**config.mk**
```make
export PLATFORM = sky130hd
export DESIGN_NAME = pipe_array
export DESIGN_NICKNAME = d
export VERILOG_FILES = /design/src/rtl/pipe_array.sv
export SDC_FILE = /design/constraint.sdc
export NUM_CORES = 1
export LEC_CHECK = 0
export ABC_AREA = 1
export CORE_ASPECT_RATIO = 1.5
export CORE_MARGIN = 3
export CORE_UTILIZATION = 25
export DETAILED_ROUTE_END_ITERATION = 16
export GPL_TIMING_DRIVEN = 0
export HOLD_SLACK_MARGIN = 0.1
export SETUP_SLACK_MARGIN = 0.2
export SLEW_MARGIN = 20
export SYNTH_ARGS = -nofsm -noshare
export SYNTH_HDL_FRONTEND = slang
export SYNTH_SLANG_ARGS = --single-unit
```
**constraint.sdc**
```tcl
create_clock -name Clk -period 3.78 [get_ports Clk]
set_input_delay 0.567 -clock Clk [delete_from_list [all_inputs] [get_ports Clk]]
set_output_delay 0.567 -clock Clk [all_outputs]
set_load 0.01 [all_outputs]
```
**src/rtl/pipe_array.sv**
```systemverilog
// pipe_array: scrolling pipe obstacles for a side-scroller.
// Pipes hold still for a few ticks after Start, then move left by Speed+1
// pixels per tick. A pipe that would pass X=0 respawns one full field width
// to the right with a fresh gap height. Crossing BIRD_X bumps a
// saturating score and pulses Passed for one cycle.
module pipe_array #(
   parameter int          NUM_PIPES  = 2,
   parameter int          XW         = 11,
   parameter int          TICK_DIV   = 500000,
   parameter int          START_X    = 800,
   parameter int          SPACING    = 400,
   parameter int          WAIT_TICKS = 512,
   parameter int          BIRD_X     = 200,
   parameter int          Y_MIN      = 20,
   parameter logic [15:0] SEED       = 16'hACE1
) (
   input  logic                    Clk,
   input  logic                    Reset,
   input  logic                    Start,
   input  logic                    Lost,
   input  logic [1:0]              Speed,
   output logic [NUM_PIPES*XW-1:0] PipePosX,
   output logic [NUM_PIPES*10-1:0] PipePosY,
   output logic                    Passed,
   output logic [7:0]              Score,
   output logic                    Active
);

   localparam int DW = $clog2(TICK_DIV);
   localparam int WW = (WAIT_TICKS > 1) ? $clog2(WAIT_TICKS) : 1;

   localparam logic [XW-1:0] WRAP_X  = XW'(NUM_PIPES * SPACING);
   localparam logic [XW-1:0] BIRD_XV = XW'(BIRD_X);
   localparam logic [9:0]    Y_MINV  = 10'(Y_MIN);

   typedef enum logic [3:0] {
      S_IDLE   = 4'b0001,
      S_WAIT   = 4'b0010,
      S_RUN    = 4'b0100,
      S_FROZEN = 4'b1000
   } state_t;

   state_t          state_q;
   logic [DW-1:0]   div_q;
   logic [WW-1:0]   wait_q;
   logic [15:0]     lfsr_q;
   logic [15:0]     lfsr_d;
   logic [XW-1:0]   pipe_x_q [NUM_PIPES];
   logic [9:0]      pipe_y_q [NUM_PIPES];
   logic            passed_q;
   logic [7:0]      score_q;
   logic            active_q;

   logic            tick;
   logic [XW-1:0]   step;
   logic            pass_any;
   logic [XW-1:0]   move_x_d [NUM_PIPES];
   logic [9:0]      move_y_d [NUM_PIPES];
   logic [XW-1:0]   load_x   [NUM_PIPES];
   logic [9:0]      load_y   [NUM_PIPES];

   assign tick   = (div_q == DW'(TICK_DIV - 1));
   assign step   = XW'(Speed) + XW'(1);
   assign lfsr_d = {lfsr_q[14:0], lfsr_q[15] ^ lfsr_q[13] ^ lfsr_q[12] ^ lfsr_q[10]};

   // Per-pipe load values and output packing.
   for (genvar k = 0; k < NUM_PIPES; k++) begin : g_pipe
      assign load_x[k] = XW'(START_X + k * SPACING);
      assign load_y[k] = Y_MINV + {2'b00, lfsr_q[7:0] ^ 8'(k * 8'h5A)};
      assign PipePosX[k*XW +: XW] = pipe_x_q[k];
      assign PipePosY[k*10 +: 10] = pipe_y_q[k];
   end

   // Candidate positions for the next tick: move left, or respawn one field
   // width to the right so spacing between pipes is kept exact.
   always_comb begin
      // NOTE: every output gets a default before the loop so no path can
      // leave it unassigned and infer a latch.
      pass_any = 1'b0;
      move_x_d = pipe_x_q;
      move_y_d = pipe_y_q;
      for (int k = 0; k < NUM_PIPES; k++) begin
         if (pipe_x_q[k] < step) begin
            move_x_d[k] = pipe_x_q[k] + WRAP_X - step;
            move_y_d[k] = Y_MINV + {2'b00, lfsr_q[7:0]};
         end else begin
            move_x_d[k] = pipe_x_q[k] - step;
            if (pipe_x_q[k] >= BIRD_XV && move_x_d[k] < BIRD_XV) begin
               pass_any = 1'b1;
            end
         end
      end
   end

   // Game FSM with all state, counters, pipes and registered outputs.
   always_ff @(posedge Clk) begin
      if (Reset) begin
         state_q  <= S_IDLE;
         div_q    <= '0;
         wait_q   <= '0;
         lfsr_q   <= SEED;
         passed_q <= 1'b0;
         score_q  <= 8'd0;
         active_q <= 1'b0;
         // NOTE: the pipe arrays are a handful of flops, not a RAM, so they
         // are reset like any other register.
         for (int k = 0; k < NUM_PIPES; k++) begin
            pipe_x_q[k] <= '1;
            pipe_y_q[k] <= Y_MINV;
         end
      end else begin
         // NOTE: non-blocking assignments so every register updates from
         // the same pre-edge values regardless of statement order.
         lfsr_q   <= lfsr_d;
         passed_q <= 1'b0;
         case (state_q)
            S_IDLE, S_FROZEN: begin
               div_q <= '0;
               if (Start && !Lost) begin
                  state_q <= S_WAIT;
                  wait_q  <= '0;
                  score_q <= 8'd0;
                  for (int k = 0; k < NUM_PIPES; k++) begin
                     pipe_x_q[k] <= load_x[k];
                     pipe_y_q[k] <= load_y[k];
                  end
               end
            end
            S_WAIT: begin
               if (Lost) begin
                  state_q <= S_FROZEN;
                  div_q   <= '0;
               end else begin
                  div_q <= tick ? '0 : div_q + DW'(1);
                  if (tick) begin
                     if (wait_q == WW'(WAIT_TICKS - 1)) begin
                        state_q  <= S_RUN;
                        active_q <= 1'b1;
                     end else begin
                        wait_q <= wait_q + WW'(1);
                     end
                  end
               end
            end
            S_RUN: begin
               if (Lost) begin
                  state_q  <= S_FROZEN;
                  active_q <= 1'b0;
                  div_q    <= '0;
               end else begin
                  div_q <= tick ? '0 : div_q + DW'(1);
                  if (tick) begin
                     pipe_x_q <= move_x_d;
                     pipe_y_q <= move_y_d;
                     if (pass_any) begin
                        passed_q <= 1'b1;
                        if (score_q != 8'hFF) score_q <= score_q + 8'd1;
                     end
                  end
               end
            end
            default: begin
               state_q  <= S_IDLE;
               active_q <= 1'b0;
            end
         endcase
      end
   end

   assign Passed = passed_q;
   assign Score  = score_q;
   assign Active = active_q;

endmodule

```
==> results of run 1 <==
area by class of cell:
cell class | instances | area [sq um]
inverters | 116 | 435
multi-input cells | 603 | 3490
clock inverters | 6 | 73.8
plain buffers | 24 | 125
clock buffers | 9 | 225
repair buffers | 54 | 541
fillers | 2557 | 16100
flip-flops and latches | 98 | 1960
well taps | 315 | 394
power breakdown:
part / switching, mW / internal (mW) / total, mW
sequential: 0.194 / 1.22 / 1.42
clock: 0.440 / 0.520 / 0.960
combinational: 1.24 / 0.822 / 2.06
total: 1.87 / 2.56 / 4.44
layout by cell type, fill, tap and decap left out, types with 3 or more instances in the layout:
master,n
clkbuf_1,13
nand2_1,156
a221oi_1,5
xnor2_1,8
nand3_1,59
nor3_1,14
a31oi_1,4
clkbuf_16,9
fa_1,5
a21oi_1,76
nor2_4,3
nand4_1,17
o21ai_0,54
buf_4,4
inv_1,103
ha_1,42
o21ai_1,6
dfxtp_1,98
inv_2,12
buf_2,4
nand2_2,4
nand3_2,3
clkdlybuf4s50_1,54
o221ai_1,5
o211ai_1,8
xor2_1,26
inv_6,3
or2_2,10
nor2_1,71
logic make-up after synthesis:
family                     Yosys count
other                                1
DFF                                 98
and+or+nand+nor                    352
buffers and inverters              140
xor gates and xnor gates            34
AOI/OAI and AO/OA                  168
adders and majority gates           47
cell usage after synthesis (2+ instances only):
master / number / area, sq um
nand3b_1: 2 / 15.0
fa_1: 5 / 100
nor2_1: 71 / 267
xnor2_1: 8 / 70.1
nand2_2: 3 / 18.8
nand2_4: 2 / 22.5
nor2_4: 2 / 22.5
a311oi_1: 2 / 17.5
nand4_1: 17 / 106
a221oi_1: 5 / 43.8
nor3_1: 14 / 70.1
nor3b_1: 2 / 15.0
nor2_2: 2 / 12.5
o21ai_1: 6 / 30.0
inv_1: 104 / 390
ha_1: 42 / 526
clkbuf_1: 13 / 48.8
buf_2: 4 / 20.0
buf_6: 2 / 22.5
dfxtp_1: 98 / 1960
buf_4: 4 / 30.0
xor2_1: 26 / 228
inv_2: 11 / 41.3
o221ai_1: 5 / 43.8
o211ai_1: 8 / 60.1
a211oi_1: 2 / 15.0
nand3_2: 3 / 30.0
nand2_1: 157 / 589
a31oi_1: 4 / 25.0
or2_2: 10 / 62.6
a21oi_1: 76 / 380
nand3_1: 60 / 300
o21ai_0: 55 / 275
nor3_4: 2 / 32.5
o31ai_1: 2 / 15.0
nor4_1: 2 / 12.5
through the flow:
stage / util (%) / setup slack, ns / instance area [sq um] / hold WS (ns) / power, mW
finish: 31.1 / 0.482 / 7250 / 0.405 / 4.44
global route: 31.1 / 0.212 / 7250 / 0.425 / 4.79
CTS: 31.0 / 0.384 / 7220 / 0.408 / 4.45
detailed placement: 29.7 / 0.0292 / 6930 / 0.396 / 3.48
global placement: 29.7 / 0.0147 / 6930 / 0.393 / 3.46
floorplan: - / 0.946 / 5990 / 0.388 / 2.75
worst register-to-register path: stages, from the launching register on:
cell     delay [ns]
dfxtp_1        0.48
ha_1           0.32
inv_1          0.14
nor2_1         0.07
nand3_2        0.14
nand3_1        0.16
nor2_4         0.19
inv_2          0.09
o21ai_0        0.22
nand3_2        0.19
inv_2          0.16
buf_6          0.15
o21ai_0        0.08
a21oi_1        0.14
worst paths after layout:
check              startpoint           end  slack (ns)  cells after the start
setup reg to reg  PipePosX[2]   PipePosY[6]        1.19                     13
hold / removal     lfsr_q[11]    lfsr_q[12]        0.41                      2
hold reg to reg    lfsr_q[11]    lfsr_q[12]        0.41                      2
setup / recovery     Speed[0]  PipePosY[15]        0.48                     16
registers in the layout (all words and copies together), names as in the netlist:
name	flops
Score	8
PipePosY	18
lfsr_q	16
div_q	19
wait_q	9
state_q	4
PipePosX	22
Active	1
Passed	1
routing by layer:
| metal | up-vias | part of all wire (%) |
|---|---|---|
| met2 | 118 | 50 |
| met1 | 2636 | 44 |
| met5 | - | 0 |
| li1 | 2903 | - |
| met3 | 20 | 4.5 |
| met4 | 0 | 1.5 |
timing repair:
item,CTS,global route
hold endpoints to repair,0,0
setup endpoints to repair,0,16
hold buffers,0,0
gates resized for setup,0,7
==> flow_summary.yaml, run 1 <==
status:
  status: "finished clean"
synthesis:
  synthArstFlopShare_pct: 0
  synth.distinct_cells: 45
  synth_fa_ha_area_share_pct: 10.4
  synth_compound_area_share_pct: 15.6
  yosysWarnings: 0
  ys_seq_elements: 98
  synth_edf_count: 0
  seq_area_frac_synth_pct: 32.8
  synthCells: 840
  synthXorXnorAreaFrac_pct: 4.97
  synthSimpleGateAreaFrac_pct: 26.8
  synth_top_family_by_area: "simple AND/OR/NAND/NOR gates"
  muxShareOfSynthArea_pct: 0
  syn-cell-area_sq_um: 5990
  synth_flop_cell: "dfxtp_1"
  avgSynthCellArea_sq_um: 7.13
clocking:
  cts_buffers: 9
  clock_path_buffers: 2
  cts_tree: "done"
  clk_pin_slew_ns: 0.07
  htreeDepth: 3
  cts-root-buf: "clkbuf_16"
  cts_sinks: 98
  post_cts_buffers: 0
  clock_latency_ns: 0.35
setup_path:
  crit_path_max_fanout: 10
  max_stage_delay_ns: 0.43
  end_kind: "flop"
  crit_arrival_ns: 3.58
  cp.required_ns: 4.06
  cp_slowest_cell: "clkdlybuf4s50_1"
  cpLargestDelayFamily: "buffers and inverters"
  start_kind: "input pin"
  path_cells: "clkdlybuf4s50_1, ha_1, inv_1, ha_1, fa_1, inv_1, nand2_1, nor2_4, nand3_1, buf_2, o21ai_2, nand3_4, inv_2, buf_4, o21ai_0, a21oi_1"
  path_buf_inv: 6
  crit_type: "input pin to flop"
global_route:
  antenna_found_initial: 0
  globalRouteMet3Util_pct: 2.29
  use_met1_pct: 15.2
  grt_max_degree: 18
  met2_usage_pct: 23.1
  track_usage_pct: 12.7
  grt_pass1_wl_mm: 27.0
  grt_pass1_vias: 5421
  grt-ovfl-total: 0
  busiest_layer: "met2"
final_layout:
  antenna_cells: 0
  drive_gt1_share_pct: 7.47
  final_cells: 1225
  num-nets-final: 959
  synthToLayoutAreaGrowth_pct: 21.1
placed_design:
  numPortBuffers: 54
  dp_cells: 1210
  hpwl_mm: 12.4
  place.gp.congestion: 0.858
timing:
  fmax_mhz: 303
  slew-limit-headroom_pct: 45.5
  slew_viol_final: 0
  setup_tns_ns: 0
  rsz0062_at_grt: "no"
  period_share_pct: 87.3
  finClkSkew_ns: 0.0119
  hold_violations: 0
  tightest_slew_ns: 0.818
  fin_crit_ns: 3.30
  setup_viol: 0
detailed_routing:
  wl_per_cell_um: 13.5
  num_vias: 5677
  route.detailed.drc: 0
  antenna_left: 0
  vias_per_cell: 4.63
  dr.pass1.iters: 5
  wl_mm: 16.6
  drtIter0Drc: 353
die:
  die_h_um: 196
  die_area_sq_um: 25900
  die_w_um: 132
  start_util_pct: 25.7
  core_sq_um: 23300
  ios: 58
  rows: 68
pwr:
  peakVddDrop_mv: 0.356
  power_leakage_nw: 3.03
  power_density_nw_per_um2: 612
job:
  cap_violations: 0
hold_path:
  hold_path_class: "flop to flop"
Power figures use the tool's default switching activity.
==> run 2, diff against run 1 <==
CORE_UTILIZATION = 50   (was 25)
PLACE_DENSITY = 0.71   (was unset)
==> run 2 against run 1 <==
Effect of this change:
- first-iteration DRC count fell by 9.1%
- clock power rose by 4.1%
- critical path type unchanged
- die area fell by 48%
- global-route usage rose by 12 points
- utilization rose by 30 points
- worst hold slack improved by 0.0040 ns
- sequential power barely moved
- combinational power barely moved
- non-clock buffer count rose by 2
==> flow_summary.yaml, run 2 (synthesis gave the netlist of run 1 again) <==
global_route:
  grt-ovfl-total: 0
  antenna_found_initial: 0
  grt_pass1_wl_mm: 26.7
  grt_max_degree: 18
  grt_pass1_vias: 5923
  track_usage_pct: 25.0
timing:
  hold_violations: 0
  period_share_pct: 88.8
  tightest_slew_ns: 0.885
  setup_tns_ns: 0
  slew-limit-headroom_pct: 40.4
  fmax_mhz: 298
  fin_crit_ns: 3.36
  setup_viol: 0
  slew_viol_final: 0
  finClkSkew_ns: 0.00633
  rsz0062_at_grt: "no"
clocking:
  cts_hold_buf: 0
  htreeDepth: 3
  clock_latency_ns: 0.34
  cts_sinks: 98
  cts_tree: "done"
  cts_buffers: 9
  clk_pin_slew_ns: 0.07
  cts-root-buf: "clkbuf_16"
  clock_path_buffers: 2
setup_path:
  r2r_cells: 13
  crit_path_max_fanout: 10
  end_kind: "flop"
  rrSetupSlack_ns: 1.20
  crit_type: "input pin to flop"
  r2r_start: "PipePosX[12]"
  crit_arrival_ns: 3.63
  rr_endpoint: "PipePosY[14]"
  start_kind: "input pin"
  cp.required_ns: 4.05
hold_path:
  whs_path_depth: 2
  hold_path_end: "lfsr_q[9]"
  hold_start: "lfsr_q[8]"
  hold_path_class: "flop to flop"
detailed_routing:
  drtIter0Drc: 321
  antenna_left: 0
  dr.pass1.iters: 5
  route.detailed.drc: 0
  num_vias: 5912
  wl_mm: 16.0
  wl_per_cell_um: 15.0
  vias_per_cell: 5.56
final_layout:
  fillCellCount: 1094
  drive_gt1_share_pct: 7.67
  final_cell_mix: "nand2_1 (156), inv_1 (103), dfxtp_1 (98), a21oi_1 (76), nor2_1 (71)"
  antenna_cells: 0
  synthToLayoutAreaGrowth_pct: 18.0
  num-nets-final: 961
  largest_reg_flops: 22
  final_common_cell: "nand2_1"
  final_cells: 1063
pwr:
  peakVddDrop_mv: 0.448
  pwr-share-clk_pct: 22.3
  comb_power_share_pct: 46.1
  p_int_mw: 2.64
  switchingPower_mw: 1.83
  power_density_nw_per_um2: 633
  power_frac_seq_pct: 31.6
  power_leakage_nw: 3.05
  p_total_mw: 4.48
  switching_share_pct: 40.9
die:
  core_sq_um: 11600
  start_util_pct: 51.7
  die_h_um: 140
  die_w_um: 95.3
  die_area_sq_um: 13400
  rows: 48
  ios: 58
placed_design:
  numPortBuffers: 54
  dp_cells: 1045
  hpwl_mm: 12.1
  place.gp.congestion: 0.892
status:
  status: "finished clean"
job:
  cap_violations: 0
==> run 2: worst max path at each step <==
stage / startpoint / end / slack, ns / cells past startpoint
after floorplan: Speed[0] / PipePosY[11] / 0.95 / 15
after global placement: Speed[0] / PipePosY[8] / 0.09 / 16
after detailed placement: Speed[0] / PipePosY[15] / 0.07 / 16
after CTS: Speed[0] / PipePosY[15] / 0.39 / 16
after global routing: Speed[0] / Score[5] / 0.20 / 22
final: Speed[0] / PipePosY[14] / 0.42 / 16
==> run 2: metrics by stage <==
stage	instance area, sq um	hold WS [ns]	utilization [%]	setup slack (ns)
CTS	7040	0.412	60.8	0.391
floorplan	5990	0.388	-	0.946
global placement	6720	0.396	58.0	0.0865
detailed placement	6720	0.400	58.0	0.0689
global route	7070	0.433	61.0	0.204
finish	7070	0.409	61.0	0.422
==> run 2: what timing repair did <==
action,4_1_cts,5_1_grt
resized for setup,0,3
buffers inserted,0,2
hold endpoints to repair,0,0
setup endpoints to repair,0,12
==> run 2: critical path, cell delays in order <==
cell	delay (ns)
clkdlybuf4s50_1	0.43
ha_1	0.35
inv_1	0.10
ha_1	0.23
fa_1	0.36
inv_1	0.08
nand2_1	0.11
nor2_2	0.22
nand3_1	0.13
buf_2	0.21
o21ai_1	0.19
nand3_2	0.17
buf_4	0.21
a21oi_1	0.10
o21ai_0	0.08
nand3_1	0.09
==> run 2: power by group through the flow <==
| stage | combinational (mW) | sequential [mW] | clock [mW] |
|---|---|---|---|
| after global routing | 2.33 | 1.44 | 1.05 |
| after detailed placement | 2.02 | 1.43 | 0 |
| after global placement | 1.98 | 1.43 | 0 |
| after floorplan | 1.29 | 1.46 | 0 |
| final | 2.06 | 1.41 | 0.999 |
| after CTS | 2.03 | 1.41 | 1.01 |
==> run 2: area by class of cell <==
class	instances	area (sq um)	area share, %
buffer	24	125	1.77
tap	150	188	2.66
sequential	98	1960	27.8
clock buffer	9	225	3.19
multi-input combinational	603	3480	49.2
timing repair buffer	56	556	7.86
clock inverter	7	98.8	1.40
inverter	116	435	6.16
==> run 2: metal layers <==
metal,wire [um],vias up,GRT usage (%)
met3,733,52,3.33
met5,0,-,0
met4,592,0,13.2
met2,8370,192,44.7
met1,6270,2764,27.9
li1,-,2904,-
